==> src/rtl/alu_pipe.sv <==
// Two-stage pipelined ALU with valid/ready handshakes and an internal Z/V/N flag register.
// Stage 1 captures opcode and operands, stage 2 captures the computed result.
module alu_pipe #(
    parameter int WIDTH  = 16,
    parameter int LANE   = 4,
    parameter int SAT_EN = 1
) (
    input  logic             clk,
    input  logic             rst_n,
    input  logic             flush,
    input  logic             in_valid,
    output logic             in_ready,
    input  logic [3:0]       in_opcode,
    input  logic [WIDTH-1:0] in_a,
    input  logic [WIDTH-1:0] in_b,
    output logic             out_valid,
    input  logic             out_ready,
    output logic [WIDTH-1:0] out_result,
    output logic             out_err,
    output logic             flag_z,
    output logic             flag_v,
    output logic             flag_n
);

    localparam int SHW   = $clog2(WIDTH);
    localparam int NLANE = WIDTH / LANE;
    localparam int NBYTE = WIDTH / 8;
    localparam logic [SHW:0] WIDTH_L = (SHW+1)'(WIDTH);

    typedef enum logic [3:0] {
        OP_ADD = 4'h0, OP_SUB = 4'h1, OP_XOR = 4'h2, OP_RED = 4'h3,
        OP_SLL = 4'h4, OP_SRA = 4'h5, OP_ROR = 4'h6, OP_PADDSB = 4'h7,
        OP_LW  = 4'h8, OP_SW  = 4'h9, OP_LLB = 4'hA, OP_LHB = 4'hB
    } op_e;

    logic             s1_v_q, s1_v_d;
    logic [3:0]       s1_op_q, s1_op_d;
    logic [WIDTH-1:0] s1_a_q, s1_a_d, s1_b_q, s1_b_d;

    logic             s2_v_q, s2_v_d;
    logic [WIDTH-1:0] s2_result_q, s2_result_d;
    logic             s2_err_q, s2_err_d;
    logic             s2_ovf_q, s2_ovf_d;
    logic             s2_upd_zvn_q, s2_upd_zvn_d;
    logic             s2_upd_z_q, s2_upd_z_d;

    logic             flag_z_q, flag_z_d, flag_v_q, flag_v_d, flag_n_q, flag_n_d;

    logic             s1_free, s2_free, out_fire;
    logic [SHW-1:0]   shamt;
    logic [WIDTH-1:0] add_sum, sub_diff, red_sum, padd_result, ror_result;
    logic             add_ovf, sub_ovf;
    logic [LANE-1:0]  lane_a, lane_b, lane_s;
    logic [WIDTH-1:0] alu_result;
    logic             alu_err, alu_ovf, alu_upd_zvn, alu_upd_z;

    function automatic logic [WIDTH-1:0] sat_val(input logic neg);
        sat_val = neg ? {1'b1, {(WIDTH-1){1'b0}}} : {1'b0, {(WIDTH-1){1'b1}}};
    endfunction

    assign s2_free  = !s2_v_q || out_ready;
    assign s1_free  = !s1_v_q || s2_free;
    assign in_ready = s1_free && !flush;
    assign out_fire = s2_v_q && out_ready;

    assign shamt    = s1_b_q[SHW-1:0];
    assign add_sum  = s1_a_q + s1_b_q;
    assign sub_diff = s1_a_q - s1_b_q;
    // Overflow means the true result's sign (always A's sign here) differs from the wrapped one.
    assign add_ovf  = (s1_a_q[WIDTH-1] == s1_b_q[WIDTH-1]) && (add_sum[WIDTH-1] != s1_a_q[WIDTH-1]);
    assign sub_ovf  = (s1_a_q[WIDTH-1] != s1_b_q[WIDTH-1]) && (sub_diff[WIDTH-1] != s1_a_q[WIDTH-1]);
    assign ror_result = (s1_a_q >> shamt) | (s1_a_q << (WIDTH_L - {1'b0, shamt}));

    always_comb begin
        red_sum = '0;
        for (int i = 0; i < NBYTE; i++) begin
            red_sum = red_sum
                    + {{(WIDTH-8){s1_a_q[8*i+7]}}, s1_a_q[8*i +: 8]}
                    + {{(WIDTH-8){s1_b_q[8*i+7]}}, s1_b_q[8*i +: 8]};
        end
    end

    always_comb begin
        padd_result = '0;
        lane_a      = '0;
        lane_b      = '0;
        lane_s      = '0;
        for (int l = 0; l < NLANE; l++) begin
            lane_a = s1_a_q[l*LANE +: LANE];
            lane_b = s1_b_q[l*LANE +: LANE];
            lane_s = lane_a + lane_b;
            if ((lane_a[LANE-1] == lane_b[LANE-1]) && (lane_s[LANE-1] != lane_a[LANE-1])) begin
                lane_s = lane_a[LANE-1] ? {1'b1, {(LANE-1){1'b0}}} : {1'b0, {(LANE-1){1'b1}}};
            end
            padd_result[l*LANE +: LANE] = lane_s;
        end
    end

    always_comb begin
        alu_result  = '0;
        alu_err     = 1'b0;
        alu_ovf     = 1'b0;
        alu_upd_zvn = 1'b0;
        alu_upd_z   = 1'b0;
        case (s1_op_q)
            OP_ADD: begin
                alu_ovf     = add_ovf;
                alu_upd_zvn = 1'b1;
                alu_result  = ((SAT_EN != 0) && add_ovf) ? sat_val(s1_a_q[WIDTH-1]) : add_sum;
            end
            OP_SUB: begin
                alu_ovf     = sub_ovf;
                alu_upd_zvn = 1'b1;
                alu_result  = ((SAT_EN != 0) && sub_ovf) ? sat_val(s1_a_q[WIDTH-1]) : sub_diff;
            end
            OP_XOR: begin
                alu_result = s1_a_q ^ s1_b_q;
                alu_upd_z  = 1'b1;
            end
            OP_RED:    alu_result = red_sum;
            OP_SLL: begin
                alu_result = s1_a_q << shamt;
                alu_upd_z  = 1'b1;
            end
            OP_SRA: begin
                alu_result = $signed(s1_a_q) >>> shamt;
                alu_upd_z  = 1'b1;
            end
            OP_ROR: begin
                alu_result = ror_result;
                alu_upd_z  = 1'b1;
            end
            OP_PADDSB: alu_result = padd_result;
            OP_LW, OP_SW: alu_result = (s1_a_q & ~{{(WIDTH-1){1'b0}}, 1'b1}) + {s1_b_q[WIDTH-2:0], 1'b0};
            OP_LLB:    alu_result = {s1_a_q[WIDTH-1:8], s1_b_q[7:0]};
            OP_LHB: begin
                alu_result        = s1_a_q;
                alu_result[15:8]  = s1_b_q[7:0];
            end
            default:   alu_err = 1'b1;
        endcase
    end

    // A stage only advances when the stage after it can take its contents; flush empties both.
    always_comb begin
        s1_v_d       = s1_v_q;
        s1_op_d      = s1_op_q;
        s1_a_d       = s1_a_q;
        s1_b_d       = s1_b_q;
        s2_v_d       = s2_v_q;
        s2_result_d  = s2_result_q;
        s2_err_d     = s2_err_q;
        s2_ovf_d     = s2_ovf_q;
        s2_upd_zvn_d = s2_upd_zvn_q;
        s2_upd_z_d   = s2_upd_z_q;
        if (s1_free) begin
            s1_v_d = in_valid && !flush;
            if (in_valid && !flush) begin
                s1_op_d = in_opcode;
                s1_a_d  = in_a;
                s1_b_d  = in_b;
            end
        end
        if (s2_free) begin
            s2_v_d = s1_v_q && !flush;
            if (s1_v_q) begin
                s2_result_d  = alu_result;
                s2_err_d     = alu_err;
                s2_ovf_d     = alu_ovf;
                s2_upd_zvn_d = alu_upd_zvn;
                s2_upd_z_d   = alu_upd_z;
            end
        end
        if (flush) begin
            s1_v_d = 1'b0;
            s2_v_d = 1'b0;
        end
    end

    always_comb begin
        flag_z_d = flag_z_q;
        flag_v_d = flag_v_q;
        flag_n_d = flag_n_q;
        if (out_fire && s2_upd_zvn_q) begin
            flag_z_d = (s2_result_q == '0);
            flag_v_d = s2_ovf_q;
            flag_n_d = s2_result_q[WIDTH-1];
        end else if (out_fire && s2_upd_z_q) begin
            flag_z_d = (s2_result_q == '0);
        end
    end

    always_ff @(posedge clk or negedge rst_n) begin
        if (!rst_n) begin
            s1_v_q       <= 1'b0;
            s1_op_q      <= '0;
            s1_a_q       <= '0;
            s1_b_q       <= '0;
            s2_v_q       <= 1'b0;
            s2_result_q  <= '0;
            s2_err_q     <= 1'b0;
            s2_ovf_q     <= 1'b0;
            s2_upd_zvn_q <= 1'b0;
            s2_upd_z_q   <= 1'b0;
            flag_z_q     <= 1'b0;
            flag_v_q     <= 1'b0;
            flag_n_q     <= 1'b0;
        end else begin
            s1_v_q       <= s1_v_d;
            s1_op_q      <= s1_op_d;
            s1_a_q       <= s1_a_d;
            s1_b_q       <= s1_b_d;
            s2_v_q       <= s2_v_d;
            s2_result_q  <= s2_result_d;
            s2_err_q     <= s2_err_d;
            s2_ovf_q     <= s2_ovf_d;
            s2_upd_zvn_q <= s2_upd_zvn_d;
            s2_upd_z_q   <= s2_upd_z_d;
            flag_z_q     <= flag_z_d;
            flag_v_q     <= flag_v_d;
            flag_n_q     <= flag_n_d;
        end
    end

    assign out_valid  = s2_v_q;
    assign out_result = s2_result_q;
    assign out_err    = s2_err_q;
    assign flag_z     = flag_z_q;
    assign flag_v     = flag_v_q;
    assign flag_n     = flag_n_q;

endmodule

==> config.mk <==
export PLATFORM = sky130hd
export DESIGN_NAME = alu_pipe
export DESIGN_NICKNAME = d
export VERILOG_FILES = /design/src/rtl/alu_pipe.sv
export SDC_FILE = /design/constraint.sdc
export NUM_CORES = 1
export LEC_CHECK = 0
export ABC_AREA = 1
export BUFFER_PORTS_ARGS = -buffer_cell sky130_fd_sc_hd__buf_2
export CAP_MARGIN = 10
export CORE_ASPECT_RATIO = 0.5
export CORE_UTILIZATION = 35
export CTS_CLUSTER_DIAMETER = 100
export DETAILED_ROUTE_END_ITERATION = 10
export PLACE_DENSITY = 0.62
export SYNTH_ARGS = -nofsm -noshare
export SYNTH_HDL_FRONTEND = slang
export SYNTH_SLANG_ARGS = --single-unit
export TNS_END_PERCENT = 10
==> constraint.sdc <==
create_clock -name clk -period 10.2 [get_ports clk]
set_clock_uncertainty 0.15 [all_clocks]
set_input_delay 0.51 -clock clk [delete_from_list [all_inputs] [get_ports clk]]
set_output_delay 0.51 -clock clk [all_outputs]
set_load 0.01 [all_outputs]
==> After elaboration in Yosys (flattened, before gate mapping) <==
Index checks and enable logic that the tools add are counted.
W data, S select, Z words.
{ "op_classes": {"addsub": 11, "multipliers": 0, "div": 0, "n_lt_le_gt_ge": 0, "n_eq_ne": 22, "shift": 4, "mux": 22, "n_bitwise": 2, "n_reduce_logical": 28} }
{ "ops": {"columns": ["cell", "n"], "rows": [
  ["$pmux W16 S11", 1],
  ["$mux W16", 3],
  ["$add A16 B16 Y16", 2],
  ["$mux W4", 8],
  ["$add A4 B4 Y4", 4],
  ["$eq A4 B3 Y1 const B", 4],
  ["$eq A4 B4 Y1 const B", 4],
  ["$logic_not A16 Y1", 1],
  ["$or A16 B16 Y16", 1],
  ["$shl A16 B4 Y16", 1],
  ["$shl A16 B5 Y16", 1],
  ["$shr A16 B4 Y16", 1],
  ["$sshr A16 B4 Y16", 1],
  ["$sub A16 B16 Y16", 1],
  ["$xor A16 B16 Y16", 1],
  ["$logic_and A1 B1 Y1", 12],
  ["$reduce_or A12 Y1", 1],
  ["$add A10 B8 Y11", 1],
  ["$add A9 B8 Y10", 1],
  ["$add A8 B8 Y9", 1],
  ["$mux W1", 9],
  ["$eq A4 B2 Y1 const B", 2],
  ["$ne A1 B1 Y1", 7],
  ["$reduce_bool A2 Y1", 3],
  ["10 further kinds", 18]
]} }
{ "word_totals": {"ff_bits": 61, "latch_bits": 0, "mem_bits_rw": 0, "romBits": 0, "input_bits": 41, "out_inout_bits": 22, "n_memories": 0} }

==> Depth between registers and ports, before layout <==
{ "logic_depth": {"ltp_word": 5, "ltp_mapped": 31, "ltp_nobuf": 27} }

==> Worst setup path after synthesis <==
Ideal clock, no wire load.
{ "synth_path": {"path_kind": "reg2reg", "from": "reg s1_b_q[3]", "to": "reg s2_result_q[8], in the netlist out_result[8]", "setup_time_ns": 0.117, "t_arrival_ns": 3.479, "path_slack_ns": 6.455, "stages_incl_launch_ff": 27, "n_path_buf": 4, "path_cell_list": "dfrtp_1 buf_2 inv_2 buf_1 ha_1 buf_2 nand2_1 inv_1 nand2_1 nand3_1 nand2_1 nand2_1 a21oi_1 nor2_1 nor2_1 fa_1 nand2_1 nand2_1 nand2_1 buf_4 nand2_1 o21ai_0 o21ai_0 a21oi_1 nand2_1 nand2_1 nand2_1"} }
{ "synth_via": {"elab_chain_len": 5} }
{ "synth_rtl": {"columns": ["element", "line", "rtl"], "rows": [
  ["start, declared", "38", "logic [WIDTH-1:0] s1_a_q, s1_a_d, s1_b_q, s1_b_d;"],
  ["start signal, assigned", "198", "s1_b_q <= '0;"],
  ["start signal, assigned", "212", "s1_b_q <= s1_b_d;"],
  ["parallel branches: the longest is 4 deep, another holds $add A10 B8 Y11", null, null],
  ["$pmux W16 S11 *", "105", "case (s1_op_q)"],
  ["end signal, assigned", "214", "s2_result_q <= s2_result_d;"],
  ["end, declared", "41", "logic [WIDTH-1:0] s2_result_q, s2_result_d;"]
]} }
Mark *: on every way between the ends.
A chain may end at the register's enable or synchronous reset.

==> Worst setup path in the final report <==
{ "layout_path": {"from": "reg s1_b_q[2]", "to": "reg s2_result_q[3], in the netlist out_result[3]"} }
{ "layout_via": {"elab_chain_len": 5} }
{ "layout_rtl": {"columns": ["element", "line"], "rows": [
  ["parallel branches: the longest is 4 deep, another holds $add A10 B8 Y11", null],
  ["$pmux W16 S11 *", "105"]
]} }
Marked as above.

==> flow_metrics.env <==
export IMPL_cts_root_buf="clkbuf_16"
export IMPL_antenna_found_initial=0
export IMPL_wl_per_cell_microns=19.8
export IMPL_post_route_min_period_ns=4.85
export IMPL_fin_area_sq_mm=0.0102
export IMPL_yosys_warnings=0
export IMPL_grt_pass1_vias=10100
export IMPL_synth_flop_cell="dfrtp_1"
export IMPL_grt_max_degree=73
export IMPL_async_flop_share_pct=100
export IMPL_drt_initial_drc_count=1407
export IMPL_cts_sinks=61
export IMPL_synth_most_common_cell="nand2_1"
export IMPL_p_comb_share_pct=67.9
export IMPL_gp_congestion=1.03
export IMPL_grt_overflow_total=0
export IMPL_drv_cap=0
export IMPL_regArea_sq_mm=0.00153
export IMPL_vias=11100
export IMPL_cp_start_kind="register"
export IMPL_p_switching_mw=1.17
export IMPL_die_height_microns=118
export IMPL_setup_viol=0
export IMPL_pwr_share_seq_pct=17.8
export IMPL_htreeDepth=3
export IMPL_initial_core_util_pct=35.7
export IMPL_final_nets=1766
export IMPL_multi_input_area_sq_mm=0.00684
export IMPL_ios=63
export IMPL_finalWirelength_microns=39600
export IMPL_place_area_sq_mm=0.00989
export IMPL_leakage_nw=5.45
export IMPL_worstSkewPairLatency_ns=0.36
export IMPL_grt_usage_pct=29.3
export IMPL_min_path_type="in2async"
export IMPL_switching_share_pct=56.4
export IMPL_ant_nets=0
export IMPL_syn_area_per_cell_sq_um=5.81
export IMPL_setup_tns_ns=0
export IMPL_arrival_ns=4.95
export IMPL_p_clk_share_pct=14.4
export IMPL_ys_types=47
export IMPL_rsz0062_at_grt="false"
export IMPL_path_max_fanout=39
export IMPL_tightest_slew_ns=1.09
export IMPL_ys_ff_latch=61
export IMPL_viasPerCell=5.54
export IMPL_post_cts_buffers=0
export IMPL_synth_top_cell_area_share_pct=22.1
export IMPL_synth_nets=1743
export IMPL_clk_path_buf_depth=2
export IMPL_grt_pass1_wl_microns=60900
export IMPL_drc_errors=1
export IMPL_synth_top_area_cell="nand2_1"
export IMPL_slew_viol_final=0
export IMPL_port_buffers=62
export IMPL_syn_instance_count=1622
export IMPL_dp_hpwl_microns=31500
export IMPL_timing_fmax_mhz=206
export IMPL_core_area_sq_mm=0.0264
export IMPL_synthToLayoutAreaGrowth_pct=7.79
export IMPL_hold_buffers=0
export IMPL_status="finished, violations left"
export IMPL_period_share_pct=47.5
export IMPL_intPower_mw=0.906
export IMPL_clkTransAtPathRegs_ns=0.06
export IMPL_hold_violations=0
export IMPL_cts_tree="yes"
export IMPL_firstDrtPassIters=9
export IMPL_layout_drive_gt1_share_pct=8.73
export IMPL_relSlewSlack_pct=26.5
export IMPL_dieArea_sq_mm=0.0276
export IMPL_synth_common_cells="nand2_1 (554), nand3_1 (231), inv_1 (166)"
export IMPL_ir_worst_vdd_mv=0.0918
export IMPL_yosysSeqAreaShare_pct=16.2
export IMPL_p_per_area_mw_per_mm2=205
export IMPL_end_kind="register"
export IMPL_fin_util_pct=38.4
export IMPL_synthTopCellsByArea="nand2_1 (22%), dfrtp_1 (16%), nand3_1 (12%)"
export IMPL_rows=42
export IMPL_synthesis_area_sq_mm=0.00943
export IMPL_n_fill_cell=2946
export IMPL_worstSetupPathType="reg2reg"
export IMPL_cts_resized=0
export IMPL_synth_edff_count=0
export IMPL_diodes=0
export IMPL_die_width_microns=234
export IMPL_crit_required_ns=10.30
export IMPL_cts_buffers=9
export IMPL_violations="design-rule violations"
[cell type report]
cell class | instances | area share [%]
Clock buffer | 9 | 2.22
Multi-Input combinational cell | 1318 | 67.3
Tap cell | 352 | 4.33
Timing Repair Buffer | 72 | 3.79
Clock inverter | 7 | 0.505
Inverter | 183 | 6.86
Sequential cell | 61 | 15.0
[placed cells by master, fill, tap and decap left out, types with 3 or more instances in the layout]
| master | Yosys | final |
|---|---|---|
| nand2_1 | 554 | 553 |
| nand3_1 | 231 | 231 |
| inv_1 | 166 | 166 |
| nor2_1 | 146 | 146 |
| a21oi_1 | 101 | 101 |
| o21ai_0 | 65 | 65 |
| buf_2 | 23 | 62 |
| dfrtp_1 | 61 | 61 |
| ha_1 | 56 | 56 |
| nand4_1 | 25 | 25 |
| fa_1 | 24 | 24 |
| inv_2 | 12 | 12 |
| o21ai_1 | 12 | 12 |
| o22ai_1 | 11 | 11 |
| nand2_2 | 9 | 10 |
| buf_4 | 5 | 10 |
| nor3_1 | 9 | 9 |
| xor2_1 | 9 | 9 |
| clkbuf_16 | 0 | 9 |
| o211ai_1 | 8 | 8 |
| nor2_4 | 6 | 6 |
| a21oi_2 | 5 | 5 |
| xnor2_1 | 5 | 5 |
| or2_2 | 5 | 5 |
| nor4_1 | 5 | 5 |
| inv_4 | 4 | 4 |
| and2_1 | 4 | 4 |
| o21bai_1 | 3 | 3 |
| nand3b_1 | 3 | 3 |
| mux2_2 | 3 | 3 |
[logic make-up (layout without fill, tap and decap cells)]
group                      count (synthesis)  count (layout)  share of synthesized area [%]
AOI/OAI and AO/OA                        215             215                           12.5
and+or+nand+nor                         1005            1005                           45.6
muxes                                      3               3                          0.358
DFF                                       61              61                           16.2
buffers and inverters                    243             271                           11.3
xor gates and xnor gates                  15              15                           1.47
adders and majority gates                 80              80                           12.5
[per-layer routing]
metal,global-route usage (%),share of wire (%),vias to the layer above
li1,-,-,5308
met1,44.2,47,5139
met2,41.1,40,576
met3,7.07,12,63
met4,6.94,2.0,0
met5,0,0,-
[power by group through the flow]
stage	clock (mW)	combinational, mW	sequential [mW]
finish	0.298	1.41	0.369
global route	0.314	1.57	0.373
CTS	0.302	1.37	0.365
detailed placement	0	1.36	0.370
global placement	0	1.36	0.370
floorplan	0	0.992	0.354
[stage by stage]
stage / setup slack (ns) / power, mW / cells / hold slack (ns)
2_1_floorplan: 6.45 / 1.35 / 1622 / 0.0644
3_3_place_gp: 5.64 / 1.73 / 1986 / 0.329
3_5_place_dp: 5.51 / 1.73 / 1986 / 0.322
4_1_cts: 5.50 / 2.04 / 2002 / 0.221
5_1_grt: 5.07 / 2.25 / 2002 / 0.239
6_report: 5.35 / 2.08 / 2002 / 0.177
[state kept, by name, indices dropped and copies added, names as in the netlist, 4 cells and up]
register and flops:
s1_b_q 16, s1_a_q 16, s1_op_q 4, out_result 16
[critical path: stages, from the launching register on]
cell     delay, ns
dfrtp_1       0.32
buf_4         0.38
inv_2         0.40
ha_1          0.66
nand2_1       0.10
nor2_1        0.14
nand2_1       0.07
nand3_1       0.17
nand2_1       0.10
nand2_1       0.09
a21oi_1       0.06
nor2_1        0.09
nor2_1        0.06
fa_1          0.50
inv_1         0.04
nand2_1       0.05
nand2_1       0.05
nand2_1       0.35
inv_2         0.15
a21oi_1       0.14
o21ai_0       0.10
nand2_1       0.07
inv_1         0.04
nor2_1        0.15
nand3_1       0.10
o21ai_1       0.12
nand2_1       0.06
[worst paths after layout]
| check | from | to | slack [ns] | cells past startpoint |
|---|---|---|---|---|
| setup / recovery | s1_b_q[2] | out_result[3] | 5.35 | 26 |
| hold / removal | rst_n | out_result[2] | 0.18 | 2 |
| setup reg to reg | s1_b_q[2] | out_result[3] | 5.35 | 26 |
| hold reg to reg | out_err | out_err | 0.34 | 2 |
| max in group asynchronous | rst_n | s1_b_q[9] | 9.12 | 2 |
| min in group clk | flush | out_valid | 0.22 | 2 |
Note: power is estimated with default switching activity, not from simulation.
